## config.mk

```make
export PLATFORM = sky130hd
export DESIGN_NAME = banked_stack_address_unit_flat
export DESIGN_NICKNAME = d
export VERILOG_FILES = /design/src/rtl/banked_stack_address_unit_if.sv /design/src/rtl/banked_stack_address_unit.sv /design/src/flat_wrapper.sv
export SDC_FILE = /design/constraint.sdc
export NUM_CORES = 1
export LEC_CHECK = 0
export BUFFER_PORTS_ARGS = -buffer_cell sky130_fd_sc_hd__buf_2
export CAP_MARGIN = 20
export CORE_MARGIN = 10
export CORE_UTILIZATION = 49
export DETAILED_ROUTE_END_ITERATION = 7
export GPL_ROUTABILITY_DRIVEN = 0
export PLACE_DENSITY = 0.75
export SLEW_MARGIN = 0
export SYNTH_ARGS = -nofsm -noshare
export SYNTH_HDL_FRONTEND = slang
export SYNTH_SLANG_ARGS = --single-unit
```

## constraint.sdc

```tcl
create_clock -name clock -period 4.2 [get_ports clock]
set_input_delay 0.42 -clock clock [delete_from_list [all_inputs] [get_ports clock]]
set_output_delay 0.42 -clock clock [all_outputs]
set_load 0.02 [all_outputs]
```

## src/rtl/banked_stack_address_unit_if.sv

```systemverilog
// Bus between the control unit (master) and the banked stack address unit (slave).
//
// Handshake: an op is transferred on a rising clock edge where op_valid and
// op_ready are both 1. The master holds op/op_count/privilege_mode_flag stable
// while op_valid is high. op_ready is high only while the unit is idle, so at
// most one burst is in flight. Memory beats carry no back-pressure: a beat is
// presented for exactly one cycle whenever mem_valid is 1.
interface banked_stack_address_unit_if #(
  parameter int ADDR_WIDTH  = 14,
  parameter int DATA_WIDTH  = 32,
  parameter int BURST_WIDTH = 4
);
  logic                   privilege_mode_flag;
  logic [1:0]             op;
  logic                   op_valid;
  logic [BURST_WIDTH-1:0] op_count;
  logic                   op_ready;
  logic [DATA_WIDTH-1:0]  input_address;
  logic [ADDR_WIDTH-1:0]  mem_address;
  logic                   mem_valid;
  logic                   mem_last;
  logic                   fault;
  logic [1:0]             fault_code;
  logic [DATA_WIDTH-1:0]  sp_priv;
  logic [DATA_WIDTH-1:0]  sp_user;
  logic                   pc_advance;
  logic                   pc_load;
  logic [DATA_WIDTH-1:0]  pc_load_value;
  logic [DATA_WIDTH-1:0]  pc;
  logic [ADDR_WIDTH-1:0]  instruction_address;

  modport master (
    output privilege_mode_flag, op, op_valid, op_count, input_address,
           pc_advance, pc_load, pc_load_value,
    input  op_ready, mem_address, mem_valid, mem_last, fault, fault_code,
           sp_priv, sp_user, pc, instruction_address
  );

  modport slave (
    input  privilege_mode_flag, op, op_valid, op_count, input_address,
           pc_advance, pc_load, pc_load_value,
    output op_ready, mem_address, mem_valid, mem_last, fault, fault_code,
           sp_priv, sp_user, pc, instruction_address
  );
endinterface

```

## src/rtl/banked_stack_address_unit.sv

```systemverilog
// Banked stack address unit: PC register plus privileged/user stack pointers.
// Executes PUSH/POP bursts one memory beat per cycle, flags overflow and
// underflow, and passes input_address through when no beat is active.
module banked_stack_address_unit #(
  parameter int ADDR_WIDTH      = 14,
  parameter int DATA_WIDTH      = 32,
  parameter int CODE_AREA_SIZE  = 4096,
  parameter int PRIV_STACK_SIZE = 2048,
  parameter int USER_STACK_SIZE = 2048,
  parameter int BURST_WIDTH     = 4,
  parameter int RESET_VECTOR    = 0
) (
  input  logic                       clock,
  input  logic                       reset,
  banked_stack_address_unit_if.slave bus,
  output logic [1:0]                 state_dbg
);
  // Stacks grow downward: TOP is the lowest word of a bank, BOTTOM the highest.
  localparam logic [DATA_WIDTH-1:0] EMPTY    = '1;
  localparam logic [DATA_WIDTH-1:0] PRIV_TOP = DATA_WIDTH'(CODE_AREA_SIZE);
  localparam logic [DATA_WIDTH-1:0] PRIV_BOT = DATA_WIDTH'(CODE_AREA_SIZE + PRIV_STACK_SIZE - 1);
  localparam logic [DATA_WIDTH-1:0] USER_TOP = DATA_WIDTH'(CODE_AREA_SIZE + PRIV_STACK_SIZE);
  localparam logic [DATA_WIDTH-1:0] USER_BOT = DATA_WIDTH'(CODE_AREA_SIZE + PRIV_STACK_SIZE
                                                           + USER_STACK_SIZE - 1);
  localparam logic [DATA_WIDTH-1:0] RESET_PC = DATA_WIDTH'(RESET_VECTOR);

  localparam logic [1:0] ST_IDLE = 2'd0;
  localparam logic [1:0] ST_PUSH = 2'd1;
  localparam logic [1:0] ST_POP  = 2'd2;

  logic [1:0]             state_q, state_d;
  logic [BURST_WIDTH-1:0] cnt_q, cnt_d;
  logic                   bank_q, bank_d;   // 1 = privileged bank
  logic [DATA_WIDTH-1:0]  sp_priv_q, sp_priv_d;
  logic [DATA_WIDTH-1:0]  sp_user_q, sp_user_d;
  logic [DATA_WIDTH-1:0]  pc_q, pc_d;

  logic [DATA_WIDTH-1:0]  cur_sp, top, bottom, beat_addr, next_sp;
  logic                   beat, flt;
  logic [1:0]             flt_code;
  logic                   accept;

  // Decide what the current burst cycle does from the selected bank's SP.
  always_comb begin
    cur_sp    = bank_q ? sp_priv_q : sp_user_q;
    top       = bank_q ? PRIV_TOP : USER_TOP;
    bottom    = bank_q ? PRIV_BOT : USER_BOT;
    beat      = 1'b0;
    flt       = 1'b0;
    flt_code  = 2'd0;
    beat_addr = cur_sp;
    next_sp   = cur_sp;
    case (state_q)
      ST_PUSH: begin
        if (cur_sp == EMPTY) begin
          beat      = 1'b1;
          beat_addr = bottom;
          next_sp   = bottom;
        end else if (cur_sp > top) begin
          beat      = 1'b1;
          beat_addr = cur_sp - 1'b1;
          next_sp   = cur_sp - 1'b1;
        end else begin
          flt      = 1'b1;
          flt_code = 2'd1;
        end
      end
      ST_POP: begin
        if (cur_sp == EMPTY) begin
          flt      = 1'b1;
          flt_code = 2'd2;
        end else begin
          beat      = 1'b1;
          beat_addr = cur_sp;
          next_sp   = (cur_sp < bottom) ? cur_sp + 1'b1 : EMPTY;
        end
      end
      default: ;
    endcase
  end

  // Zero-length bursts are accepted but never leave IDLE.
  assign accept = (state_q == ST_IDLE) && bus.op_valid
                  && ((bus.op == 2'd1) || (bus.op == 2'd2))
                  && (bus.op_count != '0);

  // Next-state for the burst FSM and both stack pointers.
  always_comb begin
    state_d   = state_q;
    cnt_d     = cnt_q;
    bank_d    = bank_q;
    sp_priv_d = sp_priv_q;
    sp_user_d = sp_user_q;
    if (state_q == ST_IDLE) begin
      if (accept) begin
        state_d = (bus.op == 2'd1) ? ST_PUSH : ST_POP;
        cnt_d   = bus.op_count;
        bank_d  = bus.privilege_mode_flag;
      end
    end else if (flt) begin
      state_d = ST_IDLE;
    end else if (beat) begin
      if (bank_q) sp_priv_d = next_sp;
      else        sp_user_d = next_sp;
      cnt_d = cnt_q - 1'b1;
      if (cnt_q == BURST_WIDTH'(1)) state_d = ST_IDLE;
    end else begin
      state_d = ST_IDLE;
    end
  end

  // PC next value: load wins over advance; advance wraps naturally.
  always_comb begin
    pc_d = pc_q;
    if (bus.pc_load)         pc_d = bus.pc_load_value;
    else if (bus.pc_advance) pc_d = pc_q + 1'b1;
  end

  // State registers with synchronous active-low reset.
  always_ff @(posedge clock) begin
    if (!reset) begin
      state_q   <= ST_IDLE;
      cnt_q     <= '0;
      bank_q    <= 1'b0;
      sp_priv_q <= EMPTY;
      sp_user_q <= EMPTY;
      pc_q      <= RESET_PC;
    end else begin
      state_q   <= state_d;
      cnt_q     <= cnt_d;
      bank_q    <= bank_d;
      sp_priv_q <= sp_priv_d;
      sp_user_q <= sp_user_d;
      pc_q      <= pc_d;
    end
  end

  assign bus.op_ready            = (state_q == ST_IDLE);
  assign bus.mem_valid           = beat;
  assign bus.mem_last            = beat && (cnt_q == BURST_WIDTH'(1));
  assign bus.mem_address         = beat ? beat_addr[ADDR_WIDTH-1:0]
                                        : bus.input_address[ADDR_WIDTH-1:0];
  assign bus.fault               = flt;
  assign bus.fault_code          = flt_code;
  assign bus.sp_priv             = sp_priv_q;
  assign bus.sp_user             = sp_user_q;
  assign bus.pc                  = pc_q;
  assign bus.instruction_address = pc_q[ADDR_WIDTH-1:0];
  assign state_dbg               = state_q;

  // Upper address bits are intentionally dropped on the memory ports.
  logic unused_high_bits;
  assign unused_high_bits = ^{bus.input_address[DATA_WIDTH-1:ADDR_WIDTH],
                              beat_addr[DATA_WIDTH-1:ADDR_WIDTH]};
endmodule
```

## src/flat_wrapper.sv

```systemverilog
// flat-port wrapper written by rule: the top's interface ports become plain ports
module banked_stack_address_unit_flat 
#(
  parameter int ADDR_WIDTH      = 14,
  parameter int DATA_WIDTH      = 32,
  parameter int CODE_AREA_SIZE  = 4096,
  parameter int PRIV_STACK_SIZE = 2048,
  parameter int USER_STACK_SIZE = 2048,
  parameter int BURST_WIDTH     = 4,
  parameter int RESET_VECTOR    = 0
)
  (clock, reset, state_dbg, bus_privilege_mode_flag, bus_op, bus_op_valid, bus_op_count, bus_input_address, bus_pc_advance, bus_pc_load, bus_pc_load_value, bus_op_ready, bus_mem_address, bus_mem_valid, bus_mem_last, bus_fault, bus_fault_code, bus_sp_priv, bus_sp_user, bus_pc, bus_instruction_address);
  banked_stack_address_unit_if #(.ADDR_WIDTH(ADDR_WIDTH), .DATA_WIDTH(DATA_WIDTH), .BURST_WIDTH(BURST_WIDTH)) bus_i ();
  input  logic clock;
  input  logic reset;
  output logic [1:0] state_dbg;
  input wire logic [$bits(bus_i.privilege_mode_flag)-1:0] bus_privilege_mode_flag;
  input wire logic [$bits(bus_i.op)-1:0] bus_op;
  input wire logic [$bits(bus_i.op_valid)-1:0] bus_op_valid;
  input wire logic [$bits(bus_i.op_count)-1:0] bus_op_count;
  input wire logic [$bits(bus_i.input_address)-1:0] bus_input_address;
  input wire logic [$bits(bus_i.pc_advance)-1:0] bus_pc_advance;
  input wire logic [$bits(bus_i.pc_load)-1:0] bus_pc_load;
  input wire logic [$bits(bus_i.pc_load_value)-1:0] bus_pc_load_value;
  output wire logic [$bits(bus_i.op_ready)-1:0] bus_op_ready;
  output wire logic [$bits(bus_i.mem_address)-1:0] bus_mem_address;
  output wire logic [$bits(bus_i.mem_valid)-1:0] bus_mem_valid;
  output wire logic [$bits(bus_i.mem_last)-1:0] bus_mem_last;
  output wire logic [$bits(bus_i.fault)-1:0] bus_fault;
  output wire logic [$bits(bus_i.fault_code)-1:0] bus_fault_code;
  output wire logic [$bits(bus_i.sp_priv)-1:0] bus_sp_priv;
  output wire logic [$bits(bus_i.sp_user)-1:0] bus_sp_user;
  output wire logic [$bits(bus_i.pc)-1:0] bus_pc;
  output wire logic [$bits(bus_i.instruction_address)-1:0] bus_instruction_address;
  assign bus_i.privilege_mode_flag = bus_privilege_mode_flag;
  assign bus_i.op = bus_op;
  assign bus_i.op_valid = bus_op_valid;
  assign bus_i.op_count = bus_op_count;
  assign bus_i.input_address = bus_input_address;
  assign bus_i.pc_advance = bus_pc_advance;
  assign bus_i.pc_load = bus_pc_load;
  assign bus_i.pc_load_value = bus_pc_load_value;
  assign bus_op_ready = bus_i.op_ready;
  assign bus_mem_address = bus_i.mem_address;
  assign bus_mem_valid = bus_i.mem_valid;
  assign bus_mem_last = bus_i.mem_last;
  assign bus_fault = bus_i.fault;
  assign bus_fault_code = bus_i.fault_code;
  assign bus_sp_priv = bus_i.sp_priv;
  assign bus_sp_user = bus_i.sp_user;
  assign bus_pc = bus_i.pc;
  assign bus_instruction_address = bus_i.instruction_address;
  banked_stack_address_unit #(.ADDR_WIDTH(ADDR_WIDTH), .DATA_WIDTH(DATA_WIDTH), .CODE_AREA_SIZE(CODE_AREA_SIZE), .PRIV_STACK_SIZE(PRIV_STACK_SIZE), .USER_STACK_SIZE(USER_STACK_SIZE), .BURST_WIDTH(BURST_WIDTH), .RESET_VECTOR(RESET_VECTOR)) u_core (.clock(clock), .reset(reset), .bus(bus_i), .state_dbg(state_dbg));
endmodule
```

# ---- Word level (Yosys, flattened, before mapping)
# Cells that the tools add are included.
dict set report word_totals {
  regBits 103
  inputBits 76
  wordCells 72
}
dict set report op_classes {
  n_bitwise 3
  n_eq_ne 9
  magnitude_cmp 2
  add_sub_neg 4
  n_reduce_logical 14
  n_mux 34
}
# op count
set ops {}
lappend ops {{$mux W32} 7}
lappend ops {{$add A32 B1 Y32 const B} 2}
lappend ops {{$pmux W32 S2} 1}
lappend ops {{$eq A32 B32 Y1 const B} 1}
lappend ops {{$gt A32 B13 Y1} 1}
lappend ops {{$lt A32 B13 Y1} 1}
lappend ops {{$sub A32 B1 Y32 const B} 1}
lappend ops {{$mux W14} 2}
lappend ops {{$mux W12} 2}
lappend ops {{$mux W2} 8}
lappend ops {{$mux W4} 4}
lappend ops {{$reduce_and A4 Y1} 2}
lappend ops {{$mux W1} 7}
lappend ops {{$eq A2 B1 Y1 const B} 2}
lappend ops {{$eq A2 B2 Y1 const B} 2}
lappend ops {{$eq A4 B1 Y1 const B} 1}
lappend ops {{$logic_and A1 B1 Y1} 4}
lappend ops {{$ne A4 B4 Y1 const B} 1}
lappend ops {{$pmux W1 S2} 2}
lappend ops {{$pmux W2 S2} 1}
lappend ops {{$reduce_and A2 Y1} 2}
lappend ops {{$reduce_bool A2 Y1} 2}
lappend ops {{$reduce_bool A4 Y1} 1}
lappend ops {{$sub A4 B1 Y4 const B} 1}
lappend ops {{6 further kinds} 8}

# ---- Logic depth before layout (Yosys ltp)
# Gate-level depths: netlist of the first run.
dict set report logic_depth {
  word_depth 8
  ltp_mapped 19
}

# ---- Worst setup path before layout of the first run
# OpenSTA, ideal clock, no wires.
dict set report synth_path {
  kind {register -> output}
  startpoint {register u_core.bank_q}
  endpoint {output bus_mem_address[7]}
  n_path_buf 8
  arrival_time_ns 4.281
  t_required_ns 3.780
  path_stages_with_launch 19
  path_slack_ns -0.501
  cell_sequence {dfxtp_1 buf_6 buf_4 buf_6 buf_4 buf_4 buf_2 mux2i_1 inv_1 ha_1 and4_1 a31o_2 and2_1 and3_1 clkbuf_1 o22ai_2 nand2_2 buf_2 o41ai_1}
}
dict set report synth_between {
  elab_chain_cells 6
  word_cells_on_any_way 13
  classes_between {add/sub: 1; order compare: 1; eq/ne: 1; mux: 10}
}
# element line_no
set synth_rtl {}
lappend synth_rtl {{start, declared} banked_stack_address_unit.sv:33} ;# logic bank_q, bank_d;
lappend synth_rtl {{start signal, assigned} banked_stack_address_unit.sv:131} ;# bank_q <= bank_d;
lappend synth_rtl {{$mux W32 or $mux W12 (tied branches)} {banked_stack_address_unit.sv:45, banked_stack_address_unit.sv:46}}
lappend synth_rtl {{$gt A32 B13 Y1 or $sub A32 B1 Y32 (tied branches)} {banked_stack_address_unit.sv:59, banked_stack_address_unit.sv:61}}
lappend synth_rtl {{$mux W1 or $mux W32 (tied branches) (2 in a row)} n/a}
lappend synth_rtl {{$pmux W1 S2 or $mux W14 (tied branches)} n/a}
lappend synth_rtl {{$mux W14 *} banked_stack_address_unit.sv:141} ;# assign bus.mem_address = beat ? beat_addr[ADDR_WIDTH-1:0]
lappend synth_rtl {{end, declared} flat_wrapper.sv:26} ;# output wire logic [$bits(bus_i.mem_address)-1:0] bus_mem_address;
# Mark *: on every way between the ends. The rest lies on a longest branch, timed or not.

# ---- Worst setup path in the final report of the first run
dict set report layout_path {
  startpoint {register u_core.bank_q}
  endpoint {output bus_mem_address[12]}
}
# Same word-level chain as after synthesis.

==> metrics.md, run 1 <==
| Metric | Value |
|---|---|
| Setup WS pre-CTS | 0.251 ns |
| First-pass GRT wire length | 41.9 mm |
| Worst VDD drop | 0.199 mV |
| Clk Latency, worst-skew pair | 0.36 ns |
| PortBufs | 189 |
| Ant diodes | 0 |
| # IOs | 208 |
| Post-route cell area | 0.00894 mm^2 |
| Yosys cell types | 88 |
| Avg Cell Area, Syn | 7.56 um^2 |
| Vias after detailed routing | 8508 |
| Fmax | 0.244 GHz |
| Hpwl dp | 20.3 mm |
| Dpl cell area | 0.00862 mm^2 |
| Vias per cell | 6.29 |
| Die height | 144 um |
| Maximum buffer depth of the clock tree | 2 |
| Post-Synthesis Cells | 1002 |
| Maximum fanout along the worst path | 25 |
| Hold_sp | bus_pc_load_value[26] |
| Fin nets | 1246 |
| Initial antenna violation count | 0 |
| Worst Hold Path EP | u_core.bus.pc[26]$_SDFFE_PN0P_ |
| Cell Count, Final, Fillers Out | 1353 |
| Setup CP Type | reg -> out |
| Sink Count | 103 |
| Max cap viols | 0 |
| Post-Syn Nets | 1088 |
| R2R setup slack | 0.36 ns |
| DR iter-0 viols | 1209 |
| Ys flop type | dfxtp_1 |
| Cell depth of the worst hold path | 3 |
| GRT busiest layer | met2 |
| Post-synthesis sequential area ratio | 27.2% |
| Final hold vios | 0 |
| P per Cell Area | 264 mW/mm^2 |
| Pins Over Slew Limit | 0 |
| CORE AREA | 0.0152 mm^2 |
| Min Hold Slack | 0.323 ns |
| Worst min path class | in -> reg |
| Slew Limit Headroom | 26.1% |
| Ys Warns | 0 |
| Setup TNS | 0 ns |
| Initial core utilization | 49.9% |
| CP startpoint kind | register |
| Mapped cell area | 0.00758 mm^2 |
| Num rows | 45 |
| Num CTS Buffers | 9 |
| Area Overhead vs Synth | 18.0% |
| Tcrit/Tclk final | 97.5% |
| RR Startpoint | u_core.bank_q$_SDFFE_PN0P_ |
| Tmin final | 4.09 ns |
| Die width | 144 um |
| R2R depth | 11 |
| Worst Clk Skew | 0.00782 ns |
| Post-Route WL | 27.4 mm |
| PnR worst setup slack | 0.106 ns |
| Met1 Use GR | 34.3% |
| Outcome | completed |
| Clock transition at path regs | 0.07 ns |
| Vias in the first global route | 7684 |
| Final setup violating endpoints | 0 |
| EDFF count, synth | 0 |
| DRC Markers | 0 |
| Critical path data required time | 3.78 ns |
| Cts hold-fix bufs | 0 |
| Overall routing resource usage | 25.1% |
| Reg2reg end | u_core.bus.sp_priv[19]$_SDFFE_PN1P_ |
| Commonest cells after routing, fill and taps aside | buf_2, nand2_1, dfxtp_1 |
| ANT nets after route | 0 |
| Root Buffer | clkbuf_16 |
| Worst slew pin tran | 1.11 ns |
| TritonRoute pass-1 iters | 7 |
| Leak pwr | 3.53 nW |
| Worst path arrival time | 3.67 ns |
| Met3 usage | 6.30% |
| Die ar. | 0.0208 mm^2 |
| Worst Setup End Kind | output pin |
| Placed Cells | 1336 |
| WL/cell | 20.2 um |
| Met2 usage | 37.3% |
| Asr flop ratio synth | 0% |
| Synth Register Bits | 103 |
| Htree depth | 3 |
| GRT overflow | 0 |
| CTS tree | done |
| Largest net degree at the start of global routing | 50 |
| Share of post-route cells with drive strength above 1 | 24.7% |
| Commonest non-fill, non-tap cell in the layout | buf_2 |
==> synth_stat cells (all sizes together) (6+ instances only) <==
cell	instances	area share, %
nor2	85	4.2
o21ai	91	6.0
nor3	35	2.3
inv	22	1.1
buf	42	3.7
nor2b	7	0.58
nand4	19	1.6
a31oi	12	0.99
o211ai	8	0.79
nand2	120	6.0
ha	10	1.7
and2	33	2.7
dfxtp	103	27
a211oi	14	1.8
mux2i	27	3.6
clkbuf	29	1.4
o22ai	14	1.2
nand3	38	2.8
and4	11	1.3
a2bb2oi	6	0.69
mux2	15	2.2
xor2	19	2.2
a21oi	62	4.2
xnor2	24	2.8
a21o	10	0.99
a21boi	6	0.59
nor3b	14	1.4
nor4	11	0.91
and3	25	2.1
nand2b	6	0.50
==> routing by layer <==
layer	wire [um]	share of wire (%)
met4	836	3.1
met2	11900	44
met3	3510	13
met5	0	0
met1	11100	40
==> how the worst max path moves through the flow <==
| stage | startpoint | endpoint | slack (ns) | cells after the start |
|---|---|---|---|---|
| after floorplan | u_core.bank_q$_SDFFE_PN0P_ | bus_mem_address[12] | 0.05 | 18 |
| after global placement | u_core.bank_q$_SDFFE_PN0P_ | bus_mem_address[4] | 0.33 | 12 |
| after detailed placement | u_core.bank_q$_SDFFE_PN0P_ | bus_mem_address[4] | 0.25 | 12 |
| after CTS | u_core.bank_q$_SDFFE_PN0P_ | bus_mem_address[7] | 0.01 | 12 |
| after global routing | u_core.bank_q$_SDFFE_PN0P_ | bus_mem_address[13] | -0.002 | 11 |
| final | u_core.bank_q$_SDFFE_PN0P_ | bus_mem_address[12] | 0.11 | 10 |
==> worst max-delay path: stages, from the launching register on <==
cell      delay (ns)
dfxtp_4         0.53
buf_4           0.35
or4b_4          0.53
a211oi_4        0.31
a31o_2          0.32
and2_1          0.35
o22ai_4         0.16
nand2_4         0.20
inv_2           0.08
mux2_1          0.31
buf_2           0.16
==> timing repair <==
item,CTS,global route
endpoints found under the setup margin,5,11
setup buffers,1,0
resized for setup,1,4
hold endpoints to repair,0,0
==> state kept, by name, indices dropped and copies added (netlist names) <==
signal              cells
u_core.bus.pc          32
u_core.bus.sp_priv     32
u_core.bus.sp_user     32
u_core.cnt_q            4
u_core.state_dbg        2
u_core.bank_q           1
==> where the power goes <==
| group | total (mW) | switching, mW | internal [mW] |
|---|---|---|---|
| Clock | 0.816 | 0.380 | 0.436 |
| Sequential | 1.04 | 0.0339 | 1.00 |
| Combinational | 0.508 | 0.322 | 0.185 |
| Total | 2.36 | 0.736 | 1.62 |
==> stage by stage <==
stage / utilization, % / total power [mW]
global route: 58.8 / 2.44
CTS: 58.7 / 2.35
finish: 58.8 / 2.36
detailed placement: 56.7 / 1.55
global placement: 56.7 / 1.54
floorplan: - / 1.40
==> cell type report <==
class / count / area (um^2)
fillers: 1429 / 6260
well taps: 188 / 235
multi-input cells: 806 / 5100
clock buffers: 12 / 256
clock inverters: 4 / 27.5
inverters: 22 / 82.6
repair buffers: 218 / 1170
flip-flops and latches: 103 / 2070
==> logic make-up (layout without fill, tap and decap cells) <==
| group | after synthesis | count (layout) | share of synthesized area [%] |
|---|---|---|---|
| AO/OA/AOI/OAI | 274 | 274 | 23.9 |
| XOR/XNOR | 43 | 43 | 4.97 |
| adder cells (fa/ha/maj) | 10 | 10 | 1.65 |
| buffers and inverters | 93 | 256 | 6.19 |
| flip-flops | 103 | 103 | 27.2 |
| multiplexers | 42 | 42 | 5.79 |
| AND/OR/NAND/NOR | 437 | 437 | 30.3 |
Power figures use the tool's default switching activity.
==> inputs of run 2 (changes only) <==
- CELL_PAD_IN_SITES_DETAIL_PLACEMENT: default -> 0
- CELL_PAD_IN_SITES_GLOBAL_PLACEMENT: default -> 1
- CORE_UTILIZATION: 49 -> 35
==> metrics.md, run 2 (same netlist as run 1, synthesis figures left out) <==
| Metric | Value |
|---|---|
| Slew Limit Headroom | 48.5% (was 26.1%) |
| Met1 Use GR | 27.6% (was 34.3%) |
| Largest net degree at the start of global routing | 50 (unchanged) |
| Cts hold-fix bufs | 0 (unchanged) |
| Num CTS Buffers | 9 (unchanged) |
| Htree depth | 3 (unchanged) |
| PortBufs | 189 (unchanged) |
| GRT busiest layer | met2 (unchanged) |
| Root Buffer | clkbuf_16 (unchanged) |
| Setup TNS | 0 ns (unchanged) |
| Die height | 167 um (was 144 um) |
| Min Hold Slack | 0.330 ns (was 0.323 ns) |
| Pins Over Slew Limit | 0 (unchanged) |
| GRT overflow | 0 (unchanged) |
| Die ar. | 0.0279 mm^2 (was 0.0208 mm^2) |
| CORE AREA | 0.0212 mm^2 (was 0.0152 mm^2) |
| Vias in the first global route | 7645 (was 7684) |
| Worst Clk Skew | 0.0155 ns (was 0.00782 ns) |
| Fin nets | 1250 (was 1246) |
| Commonest non-fill, non-tap cell in the layout | buf_2 (unchanged) |
| WL/cell | 20.9 um (was 20.2 um) |
| CP startpoint kind | register (unchanged) |
| Worst Setup End Kind | output pin (unchanged) |
| PnR worst setup slack | 0.171 ns (was 0.106 ns) |
| # IOs | 208 (unchanged) |
| Setup WS pre-CTS | 0.312 ns (was 0.251 ns) |
| Area Overhead vs Synth | 20.1% (was 18.0%) |
| First-pass GRT wire length | 46.2 mm (was 41.9 mm) |
| P per Cell Area | 275 mW/mm^2 (was 264 mW/mm^2) |
| RSZ-0062 raised after global routing | false |
| Share of post-route cells with drive strength above 1 | 24.8% (was 24.7%) |
| Initial core utilization | 35.8% (was 49.9%) |
| Final hold vios | 0 (unchanged) |
| Setup CP Type | reg -> out (unchanged) |
| DRC Markers | 0 (unchanged) |
| Max cap viols | 0 (unchanged) |
| Worst VDD drop | 0.164 mV (was 0.199 mV) |
| Critical path data required time | 3.78 ns (about the same) |
| TritonRoute pass-1 iters | 6 (was 7) |
| Leak pwr | 3.57 nW (was 3.53 nW) |
| Worst path arrival time | 3.61 ns (was 3.67 ns) |
| Dpl cell area | 0.00874 mm^2 (was 0.00862 mm^2) |
| Maximum buffer depth of the clock tree | 2 (unchanged) |
| CTS tree | done (unchanged) |
| Outcome | completed (unchanged) |
| Worst stage delay on the critical path | 0.55 ns (was 0.53 ns) |
| Kind of cell adding the most delay to the critical path | simple AND/OR/NAND/NOR gates (unchanged) |
| Hpwl dp | 22.6 mm (was 20.3 mm) |
| Tcrit/Tclk final | 95.9% (was 97.5%) |
| Crit path buf inv count | 3 (unchanged) |
| Num rows | 53 (was 45) |
| Clock transition at path regs | 0.08 ns (was 0.07 ns) |
| Maximum fanout along the worst path | 13 (was 25) |
| Met3 usage | 5.20% (was 6.30%) |
| Slowest-stage cell, CP | or4_1 (was dfxtp_4) |
| Cell Count, Final, Fillers Out | 1443 (was 1353) |
| Clk Latency, worst-skew pair | 0.36 ns (about the same) |
| Die width | 167 um (was 144 um) |
| Worst min path class | in -> reg (unchanged) |
| Tmin final | 4.03 ns (was 4.09 ns) |
| Worst slew pin tran | 0.772 ns (was 1.11 ns) |
| DR iter-0 viols | 857 (was 1209) |
| Post-Route WL | 30.2 mm (was 27.4 mm) |
| Vias per cell | 5.77 (was 6.29) |
| Post-route cell area | 0.00910 mm^2 (was 0.00894 mm^2) |
| Placed Cells | 1425 (was 1336) |
| Fmax | 0.248 GHz (was 0.244 GHz) |
| ANT nets after route | 0 (unchanged) |
| Final setup violating endpoints | 0 (unchanged) |
| Vias after detailed routing | 8319 (was 8508) |
| Cell Chain, Critical Path | clkbuf_8 -> or4_1 -> a222oi_1 -> and4_1 -> buf_4 -> nand2_2 -> nand3_2 -> nor3_1 -> a2111oi_1 -> a21o_1 -> buf_2 (was buf_4 -> or4b_4 -> a211oi_4 -> a31o_2 -> and2_1 -> o22ai_4 -> nand2_4 -> inv_2 -> mux2_1 -> buf_2) |
| Met2 usage | 31.3% (was 37.3%) |
| Overall routing resource usage | 20.3% (was 25.1%) |
| Commonest cells after routing, fill and taps aside | buf_2, nand2_1, dfxtp_1 (unchanged) |
| Initial antenna violation count | 0 (unchanged) |
| Ant diodes | 0 (unchanged) |
| Sink Count | 103 (unchanged) |
run 2: final cells by class:
type	count	area, um^2
flip-flops and latches	103	2070
well taps	275	344
repair buffers	222	1200
fillers	2217	12100
clock buffers	11	243
inverters	22	82.6
clock inverters	4	77.6
multi-input cells	806	5090
run 2: per-stage QoR:
| step | total power, mW | utilization, % |
|---|---|---|
| CTS | 2.51 | 42.9 |
| global route | 2.60 | 43.0 |
| global placement | 1.56 | 41.3 |
| floorplan | 1.40 | - |
| detailed placement | 1.56 | 41.3 |
| finish | 2.50 | 43.0 |
run 2: report_power, final:
| group | switching, mW | internal, mW | leakage, nW |
|---|---|---|---|
| clock | 0.410 | 0.542 | 0.157 |
| combinational | 0.327 | 0.186 | 2.58 |
| sequential | 0.0341 | 1.00 | 0.841 |
| total | 0.770 | 1.73 | 3.57 |
run 2: worst paths after layout:
| kind | start | endpoint | slack (ns) | cells after the start |
|---|---|---|---|---|
| min reg2reg | u_core.cnt_q[1]$_SDFFE_PN0P_ | u_core.cnt_q[1]$_SDFFE_PN0P_ | 0.48 | 2 |
| min | bus_privilege_mode_flag | u_core.bank_q$_SDFFE_PN0P_ | 0.33 | 3 |
| max | u_core.bank_q$_SDFFE_PN0P_ | bus_mem_address[4] | 0.17 | 11 |
| max reg2reg | u_core.bank_q$_SDFFE_PN0P_ | u_core.bus.sp_user[21]$_SDFFE_PN1P_ | 0.64 | 10 |
run 2: metal layers:
layer  share of wire (%)  vias up
met4                 1.5        0
met3                 8.8       39
met2                  45      395
met5                   0        -
met1                  45     3916
li1                    -     3969
run 2: timing repair:
item | in CTS | in global routing
buffers inserted | 0 | 3
gates cloned | 0 | 0
gates resized for setup | 2 | 0
pin swaps | 0 | 0
endpoints found under the setup margin | 1 | 10
run 2: worst register-to-register path: stages (launching register included):
cell and delay (ns):
dfxtp_4 0.42, clkbuf_8 0.20, or4_1 0.56, a222oi_1 0.33, and4_1 0.43, buf_4 0.21
o311ai_4 0.16, nand3_1 0.36, nand2_1 0.19, nor2_1 0.43, a21oi_1 0.12
==> inputs of run 3 (changes only) <==
- CORE_ASPECT_RATIO: default -> 1.1
==> metrics.md, run 3 (same netlist as run 1, synthesis figures left out) <==
| Metric | Value |
|---|---|
| Outcome | completed (unchanged) |
| Max cap viols | 0 (unchanged) |
| Commonest non-fill, non-tap cell in the layout | buf_2 (unchanged) |
| Tmin final | 4.08 ns (was 4.03 ns) |
| Maximum buffer depth of the clock tree | 2 (unchanged) |
| Die ar. | 0.0279 mm^2 (about the same) |
| Area Overhead vs Synth | 20.3% (was 20.1%) |
| GRT busiest layer | met2 (unchanged) |
| DR iter-0 viols | 645 (was 857) |
| Worst Setup End Kind | output pin (unchanged) |
| GRT overflow | 0 (unchanged) |
| Largest net degree at the start of global routing | 88 (was 50) |
| Critical path data required time | 3.78 ns (about the same) |
| # IOs | 208 (unchanged) |
| Htree depth | 3 (unchanged) |
| Worst Clk Skew | 0.0138 ns (was 0.0155 ns) |
| Fin nets | 1247 (was 1250) |
| Sink Count | 103 (unchanged) |
| Worst VDD drop | 0.211 mV (was 0.164 mV) |
| Logic pwr share | 20.5% (about the same) |
| Num CTS Buffers | 9 (unchanged) |
| Die height | 174 um (was 167 um) |
| Root Buffer | clkbuf_16 (unchanged) |
| Worst min path class | in -> reg (unchanged) |
| Vias after detailed routing | 8240 (was 8319) |
| Die width | 160 um (was 167 um) |
| Share of post-route cells with drive strength above 1 | 25.0% (was 24.8%) |
| CP startpoint kind | register (unchanged) |
| Setup TNS | 0 ns (unchanged) |
| Internal power | 1.66 mW (was 1.73 mW) |
| RSZ-0062 raised after global routing | false (unchanged) |
| TritonRoute pass-1 iters | 7 (was 6) |
| Slew Limit Headroom | 42.5% (was 48.5%) |
| Pins Over Slew Limit | 0 (unchanged) |
| Clock Power Share | 37.5% (was 38.1%) |
| Switching pwr | 0.794 mW (was 0.770 mW) |
| Vias per cell | 5.66 (was 5.77) |
| Leak pwr | 3.56 nW (was 3.57 nW) |
| First-pass GRT wire length | 45.7 mm (was 46.2 mm) |
| Met3 usage | 3.85% (was 5.20%) |
| Initial core utilization | 35.6% (was 35.8%) |
| Maximum fanout along the worst path | 15 (was 13) |
| ANT nets after route | 0 (unchanged) |
| CTS tree | done (unchanged) |
| WL/cell | 20.2 um (was 20.9 um) |
| PortBufs | 189 (unchanged) |
| DRC Markers | 0 (unchanged) |
| Final setup violating endpoints | 0 (unchanged) |
| Setup CP Type | reg -> out (unchanged) |
| Hpwl dp | 22.1 mm (was 22.6 mm) |
| P per Cell Area | 270 mW/mm^2 (was 275 mW/mm^2) |
| Clk Latency, worst-skew pair | 0.37 ns (was 0.36 ns) |
| Commonest cells after routing, fill and taps aside | buf_2, nand2_1, dfxtp_1 (unchanged) |
| Seq pwr share | 42.1% (was 41.4%) |
| Initial antenna violation count | 1 (was 0) |
| Met2 usage | 32.5% (was 31.3%) |
| Clock transition at path regs | 0.09 ns (was 0.08 ns) |
| Final hold vios | 0 (unchanged) |
| Num rows | 56 (was 53) |
| Switching Fraction | 32.3% (was 30.8%) |
| Tcrit/Tclk final | 97.2% (was 95.9%) |
| Ant diodes | 0 (unchanged) |
| Vias in the first global route | 7743 (was 7645) |
| Met1 Use GR | 26.4% (was 27.6%) |
| Fmax | 0.245 GHz (was 0.248 GHz) |
| Worst path arrival time | 3.66 ns (was 3.61 ns) |
| Worst slew pin tran | 0.862 ns (was 0.772 ns) |
| Final design utilization | 42.8% (was 43.0%) |
| Overall routing resource usage | 20.3% (about the same) |
| Post-Route WL | 29.5 mm (was 30.2 mm) |
| CORE AREA | 0.0213 mm^2 (was 0.0212 mm^2) |
==> run 3: critical path, cell delays in order (launching register included) <==
cell       delay [ns]
dfxtp_4          0.52
mux2i_4          0.32
inv_1            0.13
ha_1             0.24
and4_1           0.20
a31o_2           0.28
and2_1           0.21
and3_1           0.26
o22ai_2          0.28
nand2_4          0.19
a2111oi_2        0.37
a21o_1           0.13
buf_2            0.16
==> run 3: worst paths after layout <==
kind                                                    from                                  end  slack (ns)  depth (start not counted)
worst max-delay path              u_core.bank_q$_SDFFE_PN0P_                   bus_mem_address[4]        0.12                         12
worst min-delay path                   bus_pc_load_value[29]       u_core.bus.pc[29]$_SDFFE_PN0P_        0.32                          3
worst max register to register    u_core.bank_q$_SDFFE_PN0P_  u_core.bus.sp_user[11]$_SDFFE_PN1P_        0.55                         12
worst min register to register  u_core.cnt_q[1]$_SDFFE_PN0P_         u_core.cnt_q[1]$_SDFFE_PN0P_        0.48                          2
==> run 3: power by group through the flow <==
stage / Combinational [mW] / Clock (mW) / Sequential, mW
floorplan: 0.326 / 0 / 1.07
global placement: 0.495 / 0 / 1.06
detailed placement: 0.495 / 0 / 1.06
CTS: 0.499 / 0.940 / 1.03
global route: 0.546 / 0.980 / 1.04
finish: 0.503 / 0.921 / 1.03
==> run 3: layer usage <==
metal  routed length [um]  part of all wire, %
met3                 1940                  6.6
met1                13000                   44
met4                  858                  2.9
met5                    0                    0
met2                13700                   46
==> run 3: what timing repair did <==
item / in CTS / in global routing
hold buffers: 0 / 0
pin swaps: 0 / 1
cloned: 0 / 0
setup buffers: 0 / 1
resized for setup: 4 / 4
endpoints found under the hold margin: 0 / 0
setup endpoints to repair: 3 / 11
==> run 3: final cells by class <==
| cell class | instances | area [um^2] |
|---|---|---|
| Inverter | 22 | 82.6 |
| Fill cell | 2294 | 12200 |
| Clock inverter | 6 | 86.3 |
| Tap cell | 290 | 363 |
| Sequential cell | 103 | 2070 |
| Timing Repair Buffer | 219 | 1170 |
| Multi-Input combinational cell | 806 | 5110 |
| Clock buffer | 10 | 229 |
==> run 3: per-stage QoR <==
step	power (mW)	cells	worst slack, ns	hold WS, ns	cell area, um^2
floorplan	1.40	1002	0.0474	0.441	7610
global placement	1.55	1439	0.348	0.459	8750
detailed placement	1.55	1439	0.316	0.466	8750
CTS	2.47	1455	0.0725	0.311	9080
global route	2.56	1456	0.00774	0.336	9110
finish	2.46	1456	0.116	0.316	9110
